File: src/rtl/branch_target_predictor_pkg.sv
// branch_target_predictor_pkg: shared branch-type encodings and 2-bit counter constants
package branch_target_predictor_pkg;
  typedef enum logic [2:0] {
    NOBRANCH = 3'd0,
    BEQ      = 3'd1,
    BNE      = 3'd2,
    BLT      = 3'd3,
    BGE      = 3'd4,
    BLTU     = 3'd5,
    BGEU     = 3'd6
  } branch_t;
  localparam logic [1:0] STRONG_NT = 2'b00;
  localparam logic [1:0] WEAK_NT   = 2'b01;
  localparam logic [1:0] WEAK_T    = 2'b10;
  localparam logic [1:0] STRONG_T  = 2'b11;
endpackage

File: src/rtl/branch_target_predictor_if.sv
// branch_target_predictor_if: fetch lookup, EX resolution and statistics bus of the predictor
interface branch_target_predictor_if;
  import branch_target_predictor_pkg::*;
  logic [31:0] PCF;
  logic        PredTakenF;
  logic [31:0] PredTargetF;
  logic [31:0] PCE;
  branch_t     BranchTypeE;
  logic        BranchE;
  logic [31:0] BranchTargetE;
  logic        PredTakenE;
  logic [31:0] PredTargetE;
  logic        StallE;
  logic        MispredictE;
  logic [31:0] CorrectPCE;
  logic [31:0] BranchCount;
  logic [31:0] MispredCount;
  modport master (
    output PCF, PCE, BranchTypeE, BranchE, BranchTargetE, PredTakenE, PredTargetE, StallE,
    input  PredTakenF, PredTargetF, MispredictE, CorrectPCE, BranchCount, MispredCount
  );
  modport slave (
    input  PCF, PCE, BranchTypeE, BranchE, BranchTargetE, PredTakenE, PredTargetE, StallE,
    output PredTakenF, PredTargetF, MispredictE, CorrectPCE, BranchCount, MispredCount
  );
endinterface

File: src/rtl/branch_target_predictor_sat_counter2.sv
// sat_counter2: next state of a 2-bit saturating taken/not-taken counter
module sat_counter2
  import branch_target_predictor_pkg::*;
(
  input  logic [1:0] ctr,
  input  logic       taken,
  output logic [1:0] ctr_next
);
  always_comb begin
    ctr_next = taken ? ((ctr == STRONG_T) ? STRONG_T : ctr + 2'd1)
                     : ((ctr == STRONG_NT) ? STRONG_NT : ctr - 2'd1);
  end
endmodule

File: src/rtl/branch_target_predictor.sv
// branch_target_predictor: direct-mapped BTB with 2-bit counters, EX training and mispredict redirect
module branch_target_predictor
  import branch_target_predictor_pkg::*;
#(
  parameter int ENTRIES = 16
) (
  input logic                     CPU_CLK,
  input logic                     CPU_RST,
  branch_target_predictor_if.slave bus
);
  localparam int IDX = $clog2(ENTRIES);
  localparam int TW  = 30 - IDX;
  logic [ENTRIES-1:0] valid;
  logic [TW-1:0]      tag    [ENTRIES];
  logic [31:0]        target [ENTRIES];
  logic [1:0]         ctr    [ENTRIES];
  logic [31:0]        branch_count;
  logic [31:0]        mispred_count;
  logic [IDX-1:0]     idx_f;
  logic [IDX-1:0]     idx_e;
  logic               hit_f;
  logic               hit_e;
  logic               upd;
  logic [1:0]         ctr_next;
  assign idx_f = bus.PCF[IDX+1:2];
  assign idx_e = bus.PCE[IDX+1:2];
  assign hit_f = valid[idx_f] && (tag[idx_f] == bus.PCF[31:IDX+2]);
  assign hit_e = valid[idx_e] && (tag[idx_e] == bus.PCE[31:IDX+2]);
  assign upd   = (bus.BranchTypeE != NOBRANCH) && !bus.StallE;
  assign bus.PredTakenF   = hit_f && ctr[idx_f][1];
  assign bus.PredTargetF  = bus.PredTakenF ? target[idx_f] : bus.PCF + 32'd4;
  assign bus.MispredictE  = upd && ((bus.BranchE != bus.PredTakenE) ||
                                    (bus.BranchE && (bus.PredTargetE != bus.BranchTargetE)));
  assign bus.CorrectPCE   = bus.BranchE ? bus.BranchTargetE : bus.PCE + 32'd4;
  assign bus.BranchCount  = branch_count;
  assign bus.MispredCount = mispred_count;
  sat_counter2 u_ctr (
    .ctr      (ctr[idx_e]),
    .taken    (bus.BranchE),
    .ctr_next (ctr_next)
  );
  always_ff @(posedge CPU_CLK) begin
    if (!CPU_RST) begin
      valid         <= '0;
      branch_count  <= '0;
      mispred_count <= '0;
      for (int i = 0; i < ENTRIES; i++) begin
        tag[i]    <= '0;
        target[i] <= '0;
        ctr[i]    <= WEAK_NT;
      end
    end else begin
      if (upd) begin
        valid[idx_e] <= 1'b1;
        tag[idx_e]   <= bus.PCE[31:IDX+2];
        ctr[idx_e]   <= hit_e ? ctr_next : (bus.BranchE ? WEAK_T : WEAK_NT);
        if (bus.BranchE || !hit_e) target[idx_e] <= bus.BranchTargetE;
      end
      if (upd && !(&branch_count)) branch_count <= branch_count + 32'd1;
      if (bus.MispredictE && !(&mispred_count)) mispred_count <= mispred_count + 32'd1;
    end
  end
endmodule

File: src/flat_wrapper.sv
// flat-port wrapper written by rule: the top's interface ports become plain ports
module branch_target_predictor_flat import branch_target_predictor_pkg::*;
#(
  parameter int ENTRIES = 16
)
  (CPU_CLK, CPU_RST, bus_PCF, bus_PCE, bus_BranchTypeE, bus_BranchE, bus_BranchTargetE, bus_PredTakenE, bus_PredTargetE, bus_StallE, bus_PredTakenF, bus_PredTargetF, bus_MispredictE, bus_CorrectPCE, bus_BranchCount, bus_MispredCount);
  branch_target_predictor_if bus_i ();
  input logic CPU_CLK;
  input logic CPU_RST;
  input wire logic [$bits(bus_i.PCF)-1:0] bus_PCF;
  input wire logic [$bits(bus_i.PCE)-1:0] bus_PCE;
  input wire logic [$bits(bus_i.BranchTypeE)-1:0] bus_BranchTypeE;
  input wire logic [$bits(bus_i.BranchE)-1:0] bus_BranchE;
  input wire logic [$bits(bus_i.BranchTargetE)-1:0] bus_BranchTargetE;
  input wire logic [$bits(bus_i.PredTakenE)-1:0] bus_PredTakenE;
  input wire logic [$bits(bus_i.PredTargetE)-1:0] bus_PredTargetE;
  input wire logic [$bits(bus_i.StallE)-1:0] bus_StallE;
  output wire logic [$bits(bus_i.PredTakenF)-1:0] bus_PredTakenF;
  output wire logic [$bits(bus_i.PredTargetF)-1:0] bus_PredTargetF;
  output wire logic [$bits(bus_i.MispredictE)-1:0] bus_MispredictE;
  output wire logic [$bits(bus_i.CorrectPCE)-1:0] bus_CorrectPCE;
  output wire logic [$bits(bus_i.BranchCount)-1:0] bus_BranchCount;
  output wire logic [$bits(bus_i.MispredCount)-1:0] bus_MispredCount;
  assign bus_i.PCF = bus_PCF;
  assign bus_i.PCE = bus_PCE;
  assign bus_i.BranchTypeE = bus_BranchTypeE;
  assign bus_i.BranchE = bus_BranchE;
  assign bus_i.BranchTargetE = bus_BranchTargetE;
  assign bus_i.PredTakenE = bus_PredTakenE;
  assign bus_i.PredTargetE = bus_PredTargetE;
  assign bus_i.StallE = bus_StallE;
  assign bus_PredTakenF = bus_i.PredTakenF;
  assign bus_PredTargetF = bus_i.PredTargetF;
  assign bus_MispredictE = bus_i.MispredictE;
  assign bus_CorrectPCE = bus_i.CorrectPCE;
  assign bus_BranchCount = bus_i.BranchCount;
  assign bus_MispredCount = bus_i.MispredCount;
  branch_target_predictor #(.ENTRIES(ENTRIES)) u_core (.CPU_CLK(CPU_CLK), .CPU_RST(CPU_RST), .bus(bus_i));
endmodule
File: config.mk
export PLATFORM = sky130hd
export DESIGN_NAME = branch_target_predictor_flat
export DESIGN_NICKNAME = d
export VERILOG_FILES = /design/src/rtl/branch_target_predictor_pkg.sv /design/src/rtl/branch_target_predictor_if.sv /design/src/rtl/branch_target_predictor_sat_counter2.sv /design/src/rtl/branch_target_predictor.sv /design/src/flat_wrapper.sv
export SDC_FILE = /design/constraint.sdc
export NUM_CORES = 2
export LEC_CHECK = 0
export ABC_CLOCK_PERIOD_IN_PS = 5600
export CAP_MARGIN = 20
export CELL_PAD_IN_SITES_DETAIL_PLACEMENT = 0
export CELL_PAD_IN_SITES_GLOBAL_PLACEMENT = 1
export CORE_ASPECT_RATIO = 0.7
export CORE_MARGIN = 4
export CORE_UTILIZATION = 50
export DETAILED_ROUTE_END_ITERATION = 8
export GPL_ROUTABILITY_DRIVEN = 1
export PLACE_DENSITY = 0.85
export SLEW_MARGIN = 0
export SYNTH_ARGS = -nofsm -noshare
export SYNTH_HDL_FRONTEND = slang
export SYNTH_SLANG_ARGS = --single-unit
File: constraint.sdc
create_clock -name CPU_CLK -period 5.6 [get_ports CPU_CLK]
set_input_delay 0.84 -clock CPU_CLK [delete_from_list [all_inputs] [get_ports CPU_CLK]]
set_output_delay 0.84 -clock CPU_CLK [all_outputs]
set_load 0.01 [all_outputs]
---- After elaboration in Yosys (flattened, before gate mapping) ----
Memory sizes are Yosys's and may differ from the RTL's.
Cells that the tools add are included.
storage, ports and cells
  flip-flop bits (word level) ............. 80
  latch bits .............................. 0
  bits in writable memories ............... 960
  bits in read-only memories .............. 0
  input bits .............................. 136
  output and inout bits ................... 130
  word-level logic and storage cells ...... 73
  memories kept ........................... 3
operators by class
  add/subtract/negate cells ............... 6
  multiply operators ...................... 0
  divide/modulo/power cells ............... 0
  order comparisons ....................... 3
  equality and inequality tests ........... 5
  shifts and indexed selects .............. 0
  multiplexer cells ....................... 30
  bitwise gates (word level) .............. 1
  reduce and logical (&&, ||, !) cells .... 22
memories
  memory         depth  bits a word  read ports  clocked after memory_dff  wr ports  RTL line                       RTL
  u_core.target  16     32           1           0                         16        branch_target_predictor.sv:15  logic [31:0] target [ENTRIES];
  u_core.tag     16     26           2           0                         16        branch_target_predictor.sv:14  logic [TW-1:0] tag [ENTRIES];
  u_core.ctr     16     2            2           0                         16        branch_target_predictor.sv:16  logic [1:0] ctr [ENTRIES];
operators with widths
  operator               count
  $mux 32                3
  $add 32x1->32 const B  2
  $add 32x3->32 const B  2
  $reduce_and 32->1      2
  $eq 26x26->1           2
  $ne 32x32->1           1
  $reduce_or 32->1       1
  $mux 26                1
  $reduce_or 26->1       1
  $or 16x16->16          1
  $mux 1                 14
  $mux 2                 6
  $mux 4                 3
  $lt 4x5->1 const B     2
  $logic_and 1x1->1      9
  $bmux 1 s4             2
  $demux 1 s4            1
  $ge 4x1->1 const B     1
  $logic_not 1->1        4
  $reduce_bool 3->1      1
  $add 2x1->2 const B    1
  $eq 2x2->1 const B     1
  $logic_not 2->1        1
  $logic_or 1x1->1       2
  3 further kinds        3

---- Depth between registers and ports, before layout ----
  depth after elaboration ................. 11
  mapped depth ............................ 16
  gate-level depth less buffers ........... 9

---- Cells and area by module ----
A second synthesis with hierarchy kept.
unflattened totals
  cell total of the unflattened synthesis .. 4,005
  area, all modules ....................... 54,363.4 um2
modules (own cells, without submodules)
  module                   times used  cells an instance  area an instance (um2)  seq. area each (um2)
  branch_target_predictor  1           4,002              54,337.1                30,429.2
  sat_counter2             1           3                  26.3                    0.0

---- Worst setup path before layout ----
OpenSTA, ideal clock, no wires.
  kind .................................... input to register
  start ................................... input bus_PCE[2]
  end ..................................... memory u_core.target[11][0] (enable)
  library setup time ...................... 0.478 ns
  arrival time ............................ 4.157 ns
  data required time ...................... 5.122 ns
  path slack .............................. 0.966 ns
  stages on the path ...................... 16
  buffers on the path ..................... 7
  path through ............................ buf_6 buf_6 buf_6 buf_4 buf_2 mux2i_1 a221o_1 o22ai_1 xnor2_1 o21ai_1 nor4_2 nand4b_4 buf_2 buf_6 nand2_1 nand2_1
RTL lines
  item         RTL line                       RTL
  from (decl)  flat_wrapper.sv:11             input wire logic [$bits(bus_i.PCE)-1:0] bus_PCE;
  to (decl)    branch_target_predictor.sv:15

---- Worst setup path in the final report ----
  start ................................... input bus_PCF[2]
  end ..................................... output bus_PredTargetF[9]
between the ends
  word-level cells in the longest chain between the ends .. 5
  elaborated cells on any way between the ends .. 10
  classes of those cells .................. add/sub: 1; eq/ne: 1; mux: 3; reduce/logical: 2; memory: 3
RTL lines
  item                                                RTL line                       RTL
  from (decl)                                         flat_wrapper.sv:10             input wire logic [$bits(bus_i.PCF)-1:0] bus_PCF;
  $mem_v2 16x26 / $bmux 1 s4 (equally long branches)  -
  $eq 26x26->1 / $mux 1 (equally long branches)       branch_target_predictor.sv:27  assign hit_f = valid[idx_f] && (tag[idx_f] == bus.PCF[31:IDX+2]);
  $logic_and 1x1->1                                   branch_target_predictor.sv:27
  $logic_and 1x1->1                                   branch_target_predictor.sv:30  assign bus.PredTakenF = hit_f && ctr[idx_f][1];
  $mux 32 (*)                                         branch_target_predictor.sv:31  assign bus.PredTargetF = bus.PredTakenF ? target[idx_f] : bus.PCF + 32'd4;
  to (decl)                                           flat_wrapper.sv:19             output wire logic [$bits(bus_i.PredTargetF)-1:0] bus_PredTargetF;
Every way passes the cells marked *; elsewhere a longest branch is shown, timed or not. The select of a mux whose other input is x is not followed.

==> results.yml <==
synth:
  synth-seq-area-share_pct: 56.75
  yosysMostFrequentCell: "edfxtp_1"
  synth_edf_count: 960
  synthTopCellsByArea: "edfxtp_1, mux4_2, and3_1"
  synthArstFlopShare_pct: 0
  syn-num-nets: 4057
  synthCells: 3914
  synth.top_cell.area_share_pct: 53.76
  synthTopCellsByCount: "edfxtp_1, and3_1, mux4_2"
  ys_warn_count: 0
  yosysUniqueCellTypes: 69
  synth-seq-cells: 1040
  netlist_area_mm2: 0.05362
  synth_ff_type: "edfxtp_1"
  yosys.area.top_type: "edfxtp_1"
  synth.avg_cell_area_um2: 13.70
route:
  detail-route-antenna-nets: 0
  wl_per_cell_um: 33.10
  drt-pass1-iter-count: 6
  wl_mm: 186.6
  drc_errors: 0
  vias_per_cell: 6.772
  dr.first_iter.drc_count: 6420
  vias: 38170
timing:
  finalCritPeriodShare_pct: 96.27
  relSlewSlack_pct: 26.16
  hold_viol: 0
  tightest_slew_ns: 1.102
  slew_violations: 0
  grt_setup_unrepaired: "false"
  period_needed_ns: 5.391
  tns_ns: 0
  fmax_mhz: 185.5
  finalClockSkew_ns: 0.04405
  setup_viol: 0
power:
  ir_drop_v: 0.0002458
  power_density_mw_per_mm2: 298.5
  p_leak_nw: 24.22
critical_path:
  critPathRequiredTime_ns: 4.76
  cp_cell_sequence: "buf_8, buf_12, mux4_2, mux4_2, xnor2_1, nand3_1, nor4_1, nand4_1, buf_12, mux2_2, clkdlybuf4s50_1"
  worstSetupPathType: "primary input to output pin"
  cp_max_fo: 32
  crit_path_end_kind: "output pin"
  slowest_stage: "mux4_2"
  ff2ff_path_depth: 12
  worstPathArrival_ns: 4.55
  max_stage_delay_ns: 0.62
  crit_path_start_kind: "primary input"
place:
  dpl-instance-area_mm2: 0.05893
  port_buffers: 265
  dp.final_hpwl_mm: 121.5
  place.gp.congestion: 0.9374
floorplan:
  dieArea_mm2: 0.1126
  die_h_um: 282.0
  die_w_um: 399.4
  ios: 266
  rows: 100
  coreArea_mm2: 0.1064
  start_util_pct: 50.42
cts:
  clkSlewWorstSetupHoldPaths_ns: 0.07
  cts_buffers: 98
  hold_buffers: 0
  cts.sinks: 1040
  cts-root-buf: "clkbuf_16"
  clkLatencyLatePin_ns: 0.71
  cts_max_path_buffers: 3
  cts_tree: "done"
  cts_max_level: 3
global_route:
  grt_max_degree: 117
  antenna_found_initial: 14
  grt_pass1_vias: 36670
  track_usage_pct: 32.96
  gr-total-overflow: 0
  grt_pass1_wl_mm: 266.5
job:
  max_cap_violations: 0
min_path:
  hold_depth: 2
  hold_class: "flop to flop"
run_status:
  status: "completed"
finish:
  final_cell_area_mm2: 0.06234
  layout.nets: 4262
  drive_gt1_share_pct: 21.53
  syn2layout_area_growth_pct: 16.26
-- sequential cells by signal, summed over array words and instances, names as in the netlist --
name	count
u_core.ctr	32
u_core.tag	416
u_core.bus.BranchCount	32
u_core.bus.MispredCount	32
u_core.valid	16
u_core.target	512
-- power breakdown --
group	internal [mW]	leakage (nW)	switching (mW)	total [mW]
Combinational	0.982	12.8	1.38	2.36
Sequential	8.88	9.82	0.177	9.06
Clock	4.11	1.64	3.08	7.19
Total	14.0	24.2	4.64	18.6
-- cell type report --
| cell class | instances | area [um^2] |
|---|---|---|
| fill | 8203 | 44010 |
| sequential | 1040 | 30430 |
| tap | 1428 | 1787 |
| inverter | 30 | 112.6 |
| antenna | 4 | 10.01 |
| clock buffer | 118 | 2570 |
| clock inverter | 67 | 820.8 |
| multi-input combinational | 2429 | 21320 |
| timing repair buffer | 520 | 5290 |
-- cells in the final DEF (no fill, tap or decap), types with 9 or more instances in the layout --
cell type / count
edfxtp_1: 960
and3_1: 798
mux4_2: 374
clkdlybuf4s50_1: 255
nor2_1: 235
buf_4: 199
nand2_1: 194
xnor2_1: 130
clkbuf_16: 100
dfxtp_1: 80
mux2i_1: 73
o21ai_0: 62
and2_1: 62
nand3_1: 59
buf_12: 58
xor2_1: 52
mux2_2: 52
nand4_1: 46
nand2_2: 32
nor3_1: 26
inv_1: 26
clkinv_1: 26
nor2b_1: 21
bufinv_16: 18
clkbuf_1: 18
a21oi_1: 17
clkinv_2: 16
nor4_1: 14
or3_1: 13
nor2_2: 12
o22ai_1: 12
a22oi_1: 11
o211ai_1: 10
a221oi_1: 9
nand2b_1: 9
a21boi_0: 9
-- cells by family (layout without fill, tap and decap cells) --
group / count (synthesis) / after routing / share of synthesized area, %
simple gates: 1554 / 1554 / 15.86
flops: 1040 / 1040 / 56.75
mux: 499 / 499 / 18.16
buf+inv: 445 / 735 / 3.799
compound gates: 186 / 186 / 2.284
xor+xnor: 183 / 183 / 2.989
fa+ha+maj: 7 / 7 / 0.1633
other cells: 0 / 4 / 0
-- stage by stage --
stage / total power [mW] / hold slack [ns] / util [%] / instances / setup slack (ns)
4_1_cts: 18.55 / 0.4592 / 58.60 / 5632 / 0.1817
2_1_floorplan: 10.39 / 0.4325 / - / 3914 / 0.9658
3_3_place_gp: 11.47 / 0.4445 / 55.40 / 5446 / 0.1628
6_report: 18.61 / 0.4592 / 58.62 / 5636 / 0.2087
3_5_place_dp: 11.50 / 0.4493 / 55.41 / 5447 / 0.1955
5_1_grt: 19.07 / 0.4873 / 58.62 / 5635 / 0.01918
-- critical path: cells and delay by family --
kind / cells / cell delay, ns
xor gates and xnor gates: 1 / 0.26
buffers and inverters: 4 / 1.34
muxes: 3 / 1.41
and+or+nand+nor: 3 / 0.63
-- worst paths after layout --
kind,end,slack (ns),start
worst max-delay path,bus_PredTargetF[9],0.21,bus_PCF[2]
worst max register to register,u_core.target[1][16]$_SDFFCE_PN0P_,1.72,u_core.tag[3][23]$_SDFFCE_PN0P_
worst min-delay path,u_core.valid[4]$_SDFFE_PN0P_,0.46,u_core.valid[4]$_SDFFE_PN0P_
worst min register to register,u_core.valid[4]$_SDFFE_PN0P_,0.46,u_core.valid[4]$_SDFFE_PN0P_
-- layer usage --
layer	global-route usage [%]	vias up	part of all wire [%]
met3	13.70	389	17
li1	-	15470	-
met4	11.53	6	4.1
met1	48.42	19110	39
met5	0	-	0.018
met2	44.03	3191	40
-- repair_timing --
action                                  4_1_cts  5_1_grt
buffers inserted                              0        0
endpoints found under the setup margin        0       29
gates resized for setup                       0        2
Note: power is estimated with default switching activity, not from simulation.
